File: config.mk
export PLATFORM = sky130hd
export DESIGN_NAME = mux_4_1_rr_arb
export DESIGN_NICKNAME = d
export VERILOG_FILES = /design/src/rtl/mux_4_1_rr_arb.sv
export SDC_FILE = /design/constraint.sdc
export NUM_CORES = 1
export LEC_CHECK = 0
export CAP_MARGIN = 20
export CORE_ASPECT_RATIO = 0.9
export CORE_MARGIN = 4
export CORE_UTILIZATION = 40
export CTS_CLUSTER_DIAMETER = 40
export CTS_CLUSTER_SIZE = 24
export DETAILED_ROUTE_END_ITERATION = 16
export DONT_BUFFER_PORTS = 1
export PLACE_DENSITY = 0.58
export SLEW_MARGIN = 0
export SYNTH_ARGS = -nofsm -noshare
export SYNTH_HDL_FRONTEND = slang
export SYNTH_SLANG_ARGS = --single-unit
File: constraint.sdc
create_clock -name clk -period 2.8 [get_ports clk]
set_clock_uncertainty 0.1 [all_clocks]
set_input_delay 0.56 -clock clk [delete_from_list [all_inputs] [get_ports clk]]
set_output_delay 0.56 -clock clk [all_outputs]
set_load 0.05 [all_outputs]
File: src/rtl/mux_4_1_rr_arb.sv
// Round-robin arbiter driving the select pins of a shared 4:1 mux.
// Optional grant hold limit enabled by defining MUX_ARB_HOLD_LIMIT_EN.
module mux_4_1_rr_arb #(
  parameter int MAX_HOLD = 8,
  parameter int CNT_W    = 4
) (
  input  logic       clk,
  input  logic       rst_n,
  input  logic [3:0] req,
  output logic [3:0] gnt,
  output logic       s1,
  output logic       s0,
  output logic       valid
);

  typedef enum logic {
    IDLE  = 1'b0,
    GRANT = 1'b1
  } state_t;

  state_t     state;
  logic [1:0] last;

  logic [2:0] pick_idle;
  logic [2:0] pick_next;
  logic [3:0] others;
  logic       owner_req;
  logic       do_grant;
  logic       go_idle;
  logic [1:0] grant_idx;

  // An illegal parameter set leaves this marker block in the elaborated hierarchy.
  if (MAX_HOLD < 2 || (2 ** CNT_W) <= MAX_HOLD) begin : g_bad_param_combo
  end

  // Returns {found, index} of the first candidate after base, wrapping mod 4.
  function automatic logic [2:0] rr_pick(input logic [3:0] cand, input logic [1:0] base);
    logic [2:0] res;
    logic [1:0] idx;
    res = 3'b000;
    for (int k = 1; k <= 4; k++) begin
      idx = base + 2'(k);
      if (!res[2] && cand[idx]) res = {1'b1, idx};
    end
    return res;
  endfunction

  // While granting, last always equals the owner, so gnt doubles as the owner mask.
  assign others    = req & ~gnt;
  assign owner_req = |(req & gnt);
  assign pick_idle = rr_pick(req, last);
  assign pick_next = rr_pick(others, last);

`ifdef MUX_ARB_HOLD_LIMIT_EN
  localparam logic [CNT_W-1:0] HOLD_LAST = CNT_W'(MAX_HOLD - 1);

  logic [CNT_W-1:0] hold_cnt;
  logic             hold_expired;

  assign hold_expired = (hold_cnt == HOLD_LAST);

  // Counter clears on each new grant and saturates once the hold window is used up.
  always_ff @(posedge clk or negedge rst_n) begin
    if (!rst_n) begin
      hold_cnt <= '0;
    end else if (do_grant) begin
      hold_cnt <= '0;
    end else if (state == GRANT && !hold_expired) begin
      hold_cnt <= hold_cnt + 1'b1;
    end
  end
`endif

  always_comb begin
    do_grant  = 1'b0;
    go_idle   = 1'b0;
    grant_idx = pick_idle[1:0];
    case (state)
      IDLE: begin
        do_grant = pick_idle[2];
      end
      GRANT: begin
        grant_idx = pick_next[1:0];
        if (!owner_req) begin
          do_grant = pick_next[2];
          go_idle  = !pick_next[2];
        end
`ifdef MUX_ARB_HOLD_LIMIT_EN
        else if (hold_expired && pick_next[2]) begin
          do_grant = 1'b1;
        end
`endif
      end
      default: begin
        go_idle = 1'b1;
      end
    endcase
  end

  // Selects keep their last value when going idle so the mux output does not glitch.
  always_ff @(posedge clk or negedge rst_n) begin
    if (!rst_n) begin
      state <= IDLE;
      last  <= 2'd3;
      gnt   <= 4'b0000;
      s1    <= 1'b0;
      s0    <= 1'b0;
      valid <= 1'b0;
    end else if (do_grant) begin
      state <= GRANT;
      last  <= grant_idx;
      gnt   <= 4'b0001 << grant_idx;
      s1    <= grant_idx[1];
      s0    <= grant_idx[0];
      valid <= 1'b1;
    end else if (go_idle) begin
      state <= IDLE;
      gnt   <= 4'b0000;
      valid <= 1'b0;
    end
  end

  a_onehot : assert property (@(posedge clk) disable iff (!rst_n) $onehot0(gnt));
  a_valid  : assert property (@(posedge clk) disable iff (!rst_n) valid == (gnt != 4'b0000));
  a_select : assert property (@(posedge clk) disable iff (!rst_n)
                              valid |-> (gnt == (4'b0001 << {s1, s0})));

endmodule

# ---- Word level (Yosys, flattened, before mapping)
# Index checks and enable logic that the tools add are counted.
dict set report op_classes {
  n_mux 33
  shift 1
  reduce_logical 15
  addsub 3
  magnitude_cmp 4
  n_bitwise 4
}
# operator n
set op_table {}
lappend op_table {{2-to-1 mux 3 bit} 8}
lappend op_table {{binary-select mux 1 bit (select 2 bit)} 8}
lappend op_table {{2-to-1 mux 1 bit} 13}
lappend op_table {{< comparator 2 x 3 -> 1 bit, second input constant} 4}
lappend op_table {{bitwise AND 4 bit} 2}
lappend op_table {{2-to-1 mux 4 bit} 2}
lappend op_table {{logical NOT 1 bit} 7}
lappend op_table {{logical AND 1 bit} 6}
lappend op_table {{adder 2 bit, second input constant} 2}
lappend op_table {{NOT 4 bit} 1}
lappend op_table {{OR reduction 4 bit} 1}
lappend op_table {{left shift 1 x 2 -> 4 bit, first input constant} 1}
lappend op_table {{adder 2 x 1 -> 2 bit, second input constant} 1}
lappend op_table {{2-to-1 mux 2 bit} 1}
lappend op_table {{case mux 1 bit (2 select lines)} 1}
lappend op_table {{nonzero test 2 bit} 1}
lappend op_table {{NOT 1 bit} 1}
dict set report word_totals {
  out_inout_bits 7
  reg_bits 9
  inputBits 6
  wordCells 65
}

# ---- Longest topological paths before layout
dict set report depth {
  depth_word 19
  mapped_depth 6
}

# ---- Worst setup path before layout
# Ideal clock, no wire load.
dict set report synth_timing {
  kind {input-to-reg}
  start {in req[3]}
  end {reg s0}
  path_buffers 0
  cell_stages 4
  setup_ns 0.125
  arrival_ns 1.760
  setup_slack_ns 0.816
  path_cell_list {or4_4 > nor2b_4 > a21oi_4 > mux2_2}
}
dict set report synth_via {
  elab_chain_len 15
}
# element line_no
set synth_rtl {}
lappend synth_rtl {{start: declaration} 9} ;# input logic [3:0] req,
lappend synth_rtl {{bitwise AND 4 bit} 49} ;# assign others = req & ~gnt;
lappend synth_rtl {{binary-select mux 1 bit (select 2 bit)} 43} ;# if (!res[2] && cand[idx]) res = {1'b1, idx};
lappend synth_rtl {{2-to-1 mux 1 bit (not written as such)} 43}
lappend synth_rtl {{2-to-1 mux 3 bit} 43}
lappend synth_rtl {{logical NOT 1 bit} 43}
lappend synth_rtl {{logical AND 1 bit} 43}
lappend synth_rtl {{2-to-1 mux 3 bit} 43}
lappend synth_rtl {{logical NOT 1 bit} 43}
lappend synth_rtl {{logical AND 1 bit} 43}
lappend synth_rtl {{2-to-1 mux 3 bit} 43}
lappend synth_rtl {{logical NOT 1 bit} 43}
lappend synth_rtl {{logical AND 1 bit} 43}
lappend synth_rtl {{2-to-1 mux 3 bit} 43}
lappend synth_rtl {{2-to-1 mux 1 bit} 84} ;# if (!owner_req) begin
lappend synth_rtl {{case mux 1 bit (2 select lines)} 78} ;# case (state)
lappend synth_rtl {{end signal: assignment} 114} ;# s0 <= grant_idx[0];
lappend synth_rtl {{end: declaration} 12} ;# output logic s0,
# Several ways; a longest one is shown, not always the timed one. The select of a mux whose other input is x is not followed.
# A chain may end at the register's enable or synchronous reset.

# ---- Worst setup path in the final report
dict set report layout_timing {
  start {reg gnt[2]}
  end {reg s0}
}
dict set report layout_via {
  elab_chain_len 16
}
# element line_no
set layout_rtl {}
lappend layout_rtl {{start: declaration} 10} ;# output logic [3:0] gnt,
lappend layout_rtl {{start signal: assignment} 112} ;# gnt <= 4'b0001 << grant_idx;
lappend layout_rtl {{NOT 4 bit} 49}
lappend layout_rtl {{bitwise AND 4 bit} 49}
lappend layout_rtl {{binary-select mux 1 bit (select 2 bit)} 43}
lappend layout_rtl {{2-to-1 mux 1 bit (not written as such)} 43}
lappend layout_rtl {{2-to-1 mux 3 bit} 43}
lappend layout_rtl {{logical NOT 1 bit} 43}
lappend layout_rtl {{logical AND 1 bit} 43}
lappend layout_rtl {{2-to-1 mux 3 bit} 43}
lappend layout_rtl {{logical NOT 1 bit} 43}
lappend layout_rtl {{logical AND 1 bit} 43}
lappend layout_rtl {{2-to-1 mux 3 bit} 43}
lappend layout_rtl {{logical NOT 1 bit} 43}
lappend layout_rtl {{logical AND 1 bit} 43}
lappend layout_rtl {{2-to-1 mux 3 bit} 43}
lappend layout_rtl {{2-to-1 mux 1 bit} 84}
lappend layout_rtl {{case mux 1 bit (2 select lines)} 78}
# Several ways; a longest one is shown, not always the timed one. The select of a mux whose other input is x is not followed.

==> summary.txt <==
IO Count: 13
#FFs+latches synth: 9
Syn-to-layout area delta: 11.0%
Worst Setup End Kind: register
CP required: 2.83 ns
number of remaining DRC errors: 0
cells along the critical path: or2b_2 > a211o_1 > a41o_1 > mux2_2
fin cells: 81
final setup fails: 0
largest net degree at the start of global routing: 13
multi-input combinational cell area: 368 µm²
Synth warnings: 0
CP peak stage delay: 0.58 ns
final instance area: 669 µm²
GR Util met2: 0.208
WP data arrival: 2.06 ns
largest cells by area after synthesis: dfrtp_1, dfstp_2, o21ai_0
commonest non-fill, non-tap cell in the layout: dfrtp_1
H-tree depth: 1
Die Ht: 44.8 µm
CTS resizes: 0
setup TNS: 0 ns
Worst Tran Pin Value: 0.713 ns
TritonRoute pass-1 iters: 4
Post-Syn Nets: 66
Area after DPL: 633 µm²
Final Max Slew Viols: 0
ant diodes: 0
busiest layer in global routing: met2
Final Hold Vio Count: 0
GRT overflow: 0
cts bufs inserted: 3
routing usage on met3: 0.0297
pwr dens: 1230 nW/µm²
clock sinks: 9
post-synthesis sequential area ratio: 0.378
dpl hpwl: 999 µm
fillers: 136
full die area: 2190 µm²
I/O Buffers: 0
Yosys top cell area share: 0.290
met1 usage: 0.177
Fin Hold WS: 0.0495 ns
Total Wirelength: 1310 µm
Tmin final: 2.03 ns
GP Congestion: 0.754
most frequent cells in the layout: dfrtp_1, o21ai_0, nand2_1
row count: 13
number of setup buffers added after CTS: 0
Nets: 73
first-pass GRT wire length: 2300 µm
Syn Area/Cell: 10.1 µm²
Register-to-Register Path Depth: 4
Worst-Skew Late Latency: 0.25 ns
fin crit share: 0.724
clock slew at reported path FFs: 0.06 ns
Worst slew margin: 0.525
VDD IR max: 0.000561 V
Die Wd: 48.9 µm
Unique masters post-synth: 35
Detail Route Antenna Nets: 0
Tot Pwr: 0.821 mW
critical path peak fanout: 4
Mapped Area: 603 µm²
CTS Root Cell: clkbuf_4
RSZ-0062 raised after global routing: false
wire per inst: 16.2 µm
vias in the first global route: 491
worst hold path type: primary input to asynchronous set/reset pin
crit start category: register
kind of critical path: register to register
max_cap viols: 0
fmax: 494 MHz
run status: finished clean
Core Region: 1430 µm²
Worst path slowest cell: dfrtp_1
layout cells sized above 1: 0.303
All-Layer GR Usage: 0.136
antenna violations before repair: 0
Placed Cells: 76
FF/Latch Area: 228 µm²
Via Count: 489
Clock Path Buffers: 2
cell type with the largest total area after synthesis: dfrtp_1
initial core utilization: 0.421
DR iter-0 viols: 11
Cells after Synth: 60
vias per cell: 6.04
leak pwr: 0.287 nW
TritonCTS clock tree: built
## area by class of cell
cell class | instances | share of cell area
sequential | 9 | 0.340
multi-input combinational | 49 | 0.550
tap | 15 | 0.0280
inverter | 1 | 0.00561
clock buffer | 4 | 0.0393
timing repair buffer | 3 | 0.0374
## cells in the mapped netlist
| library cell | number |
|---|---|
| inv_1 | 1 |
| nand3b_1 | 1 |
| nor2_1 | 3 |
| nor2b_4 | 1 |
| a21o_1 | 1 |
| o21ai_0 | 5 |
| mux2_2 | 2 |
| a211o_1 | 1 |
| mux2i_1 | 1 |
| or2b_2 | 2 |
| nand2b_1 | 2 |
| a41oi_1 | 1 |
| nand2_1 | 4 |
| a21boi_0 | 1 |
| a21oi_1 | 2 |
| nor2b_1 | 2 |
| nand2b_2 | 1 |
| a22o_1 | 2 |
| o21bai_1 | 2 |
| or4_4 | 1 |
| dfrtp_1 | 7 |
| clkbuf_1 | 1 |
| nand4b_1 | 1 |
| and3_2 | 1 |
| a21o_2 | 2 |
| a41o_1 | 1 |
| nor3_1 | 1 |
| a21oi_4 | 1 |
| a22oi_1 | 2 |
| maj3_1 | 1 |
| a31oi_1 | 1 |
| a222oi_1 | 1 |
| dfstp_2 | 2 |
| nor3_2 | 1 |
| and2b_2 | 1 |
## report_power, final
group          internal (mW)  switching (mW)
sequential             0.196           0.159
clock                 0.0545          0.0390
combinational          0.175           0.198
total                  0.425           0.396
## cells by family after synthesis
group           count (synthesis)  synth area share
buf+inv                         2            0.0124
mux                             3            0.0539
simple gates                   22             0.249
flops                           9             0.378
compound gates                 23             0.290
fa+ha+maj                       1            0.0166
## timing repair
action / CTS / global route
hold endpoints to repair: 7 / 0
hold buffers: 1 / 0
endpoints found under the setup margin: 0 / 0
## worst max-delay path, delay by kind of cell, from the launching register on
kind,cells,cell delay (ns)
AOI/OAI and AO/OA,2,0.56
DFF,1,0.58
muxes,1,0.26
and+or+nand+nor,1,0.41
## layer usage
metal | vias to the layer above | routed length (µm)
li1 | 245 | -
met1 | 224 | 617
met2 | 18 | 572
met3 | 2 | 108
met4 | 0 | 12
met5 | - | 0
## flip-flops by register name, indices dropped and copies added (netlist names)
name and flops:
last 2, gnt 4, s1 1, s0 1, state 1
## final timing paths
| kind | startpoint | endpoint | slack (ns) |
|---|---|---|---|
| max | gnt[2] | s0 | 0.77 |
| min | rst_n | last[0] | 0.05 |
| max reg2reg | gnt[2] | s0 | 0.77 |
| min reg2reg | last[0] | last[0] | 0.52 |
| max in group asynchronous | rst_n | gnt[0] | 1.83 |
| min in group clk | req[1] | state | 0.34 |
## metrics by stage
stage                     setup WS (ns)   util
after detailed placement          0.736  0.442
after global placement            0.745  0.442
after floorplan                   0.816      -
after global routing              0.662  0.468
final                             0.774  0.468
after CTS                         0.770  0.468
No activity file was read; power rests on OpenSTA's default activity.
==> edit (same settings) <==
Add a define of `MUX_ARB_HOLD_LIMIT_EN`.
--- a/src/rtl/mux_4_1_rr_arb.sv
+++ b/src/rtl/mux_4_1_rr_arb.sv
@@ -1,5 +1,7 @@
 // Round-robin arbiter driving the select pins of a shared 4:1 mux.
 // Optional grant hold limit enabled by defining MUX_ARB_HOLD_LIMIT_EN.
+`define MUX_ARB_HOLD_LIMIT_EN
+
 module mux_4_1_rr_arb #(
   parameter int MAX_HOLD = 8,
   parameter int CNT_W    = 4
Function: changed (Yosys sat finds a counterexample within 10 cycles, from zero or initial values and one cycle with rst_n low).
==> edit against the unedited design <==
- cell area is 33% higher
- wire length is 48% higher
- sequential cell count is 4 higher
- total power is 22% higher
- sequential power is 36% higher
- area after synthesis is 35% higher
- setup slack worse by 18 ps
- largest power group is now sequential cells
==> edit: results <==
set metrics [dict create \
    cts_post_setup_buffers_inserted 0 \
    final-nonclk-buf-share_pct 2.25 \
    critPathTopFamily "compound AO/OA/AOI/OAI gates" \
    post_synth_mux_area_share_pct 0 \
    first_global_vias 692 \
    drtIter0Drc 29 \
    final.fill_count 194 \
    grt_util_met2_pct 22.6 \
    synth_sequential_area_ratio_pct 40.2 \
    clock_tree_area_fraction_pct 2.96 \
    outcome "complete, no violations" \
    postSynthAreaPerCell_um2 9.36 \
    clk_pin_slew_ps 80 \
    seq_power_share_pct 48.0 \
    maximum_number_of_pins_on_one_net_before_global_route_repair 16 \
    multiInputCombCellCount 66 \
    dpl.hpwl_um 1400 \
    nets 100 \
    power.ir.vdd_worst_v 0.000733 \
    report.power.total_mw 1.01 \
    yosys.cell_types.count 40 \
    met3_length_um 170 \
    worst_skew_pair_latency_ps 270 \
    reg2reg_slack_ps 760 \
    core-area_um2 1930 \
    reg_top3 "gnt x4, hold_cnt x4, last x2" \
    met1_length_um 860 \
    final.signal_inverter_count 7 \
    multi_input_area_um2 457 \
    sequential_cell_count_of_the_final_layout 13 \
    synthesis.nets 94 \
    worstRegToRegCells 5 \
    post_route_cells_drive_above_1_share_pct 12.0 \
    synth_xor_area_share_pct 1.08 \
    ys_top_cells_by_area "dfrtp_1 (34%), dfstp_2 (6.5%), nand2b_1 (3.8%), inv_1 (3.2%), nor2_1 (3.2%)" \
    crit_fanout 6 \
    final_clock_period_utilization_by_the_worst_path_pct 73.0 \
    p_leak_nw 0.366 \
    net-switching-power_uw 497 \
    regToRegStartpoint "gnt[1]" \
    grt_use_met1_pct 20.6 \
    synth.cells.most_frequent "dfrtp_1 (11), inv_1 (7), nor2_1 (7)" \
    finalWeightedCongestion 0.868 \
    nonClockBufferCount 2 \
    worst-endpoint-arrival_ps 2140 \
    yosys.area_share.adder_pct 1.54 \
    place_worst_setup_slack_ps 775 \
    dp.cells 111 \
    grt_usage_pct 15.4 \
    via_per_inst 6.07 \
    wl_met2_um 883 \
    gr-usage-met3_pct 7.32 \
    post_layout_nonfiller_instances 117 \
    max_slew_margin_pct 34.2 \
    power.clock.total_uw 115 \
]
==> edit: cell types whose count changed after synthesis, moves of 2 or more <==
cell,change
nor2_1,+4
o21bai_1,-2
o21ai_0,-2
nand3_1,+2
inv_1,+6
a21oi_1,+3
or2b_2,-2
a21o_2,-2
a221oi_1,+2
o211ai_1,+2
mux2_2,-2
nand2b_1,+3
o22ai_1,+4
dfrtp_1,+4
==> edit: cell families after synthesis <==
family	after synthesis
and+or+nand+nor	32
AOI/OAI and AO/OA	32
adders and majority gates	1
DFF	13
buffers and inverters	8
xor gates and xnor gates	1
==> edit: per-stage QoR <==
step / cell area, um^2 / hold WS (ps) / utilization (%)
3_5_place_dp: 842 / 165 / 43.6
5_1_grt: 888 / 2.78 / 46.0
4_1_cts: 878 / 10.3 / 45.4
2_1_floorplan: 815 / 164 / -
6_report: 888 / 22.4 / 46.0
3_3_place_gp: 842 / 165 / 43.6
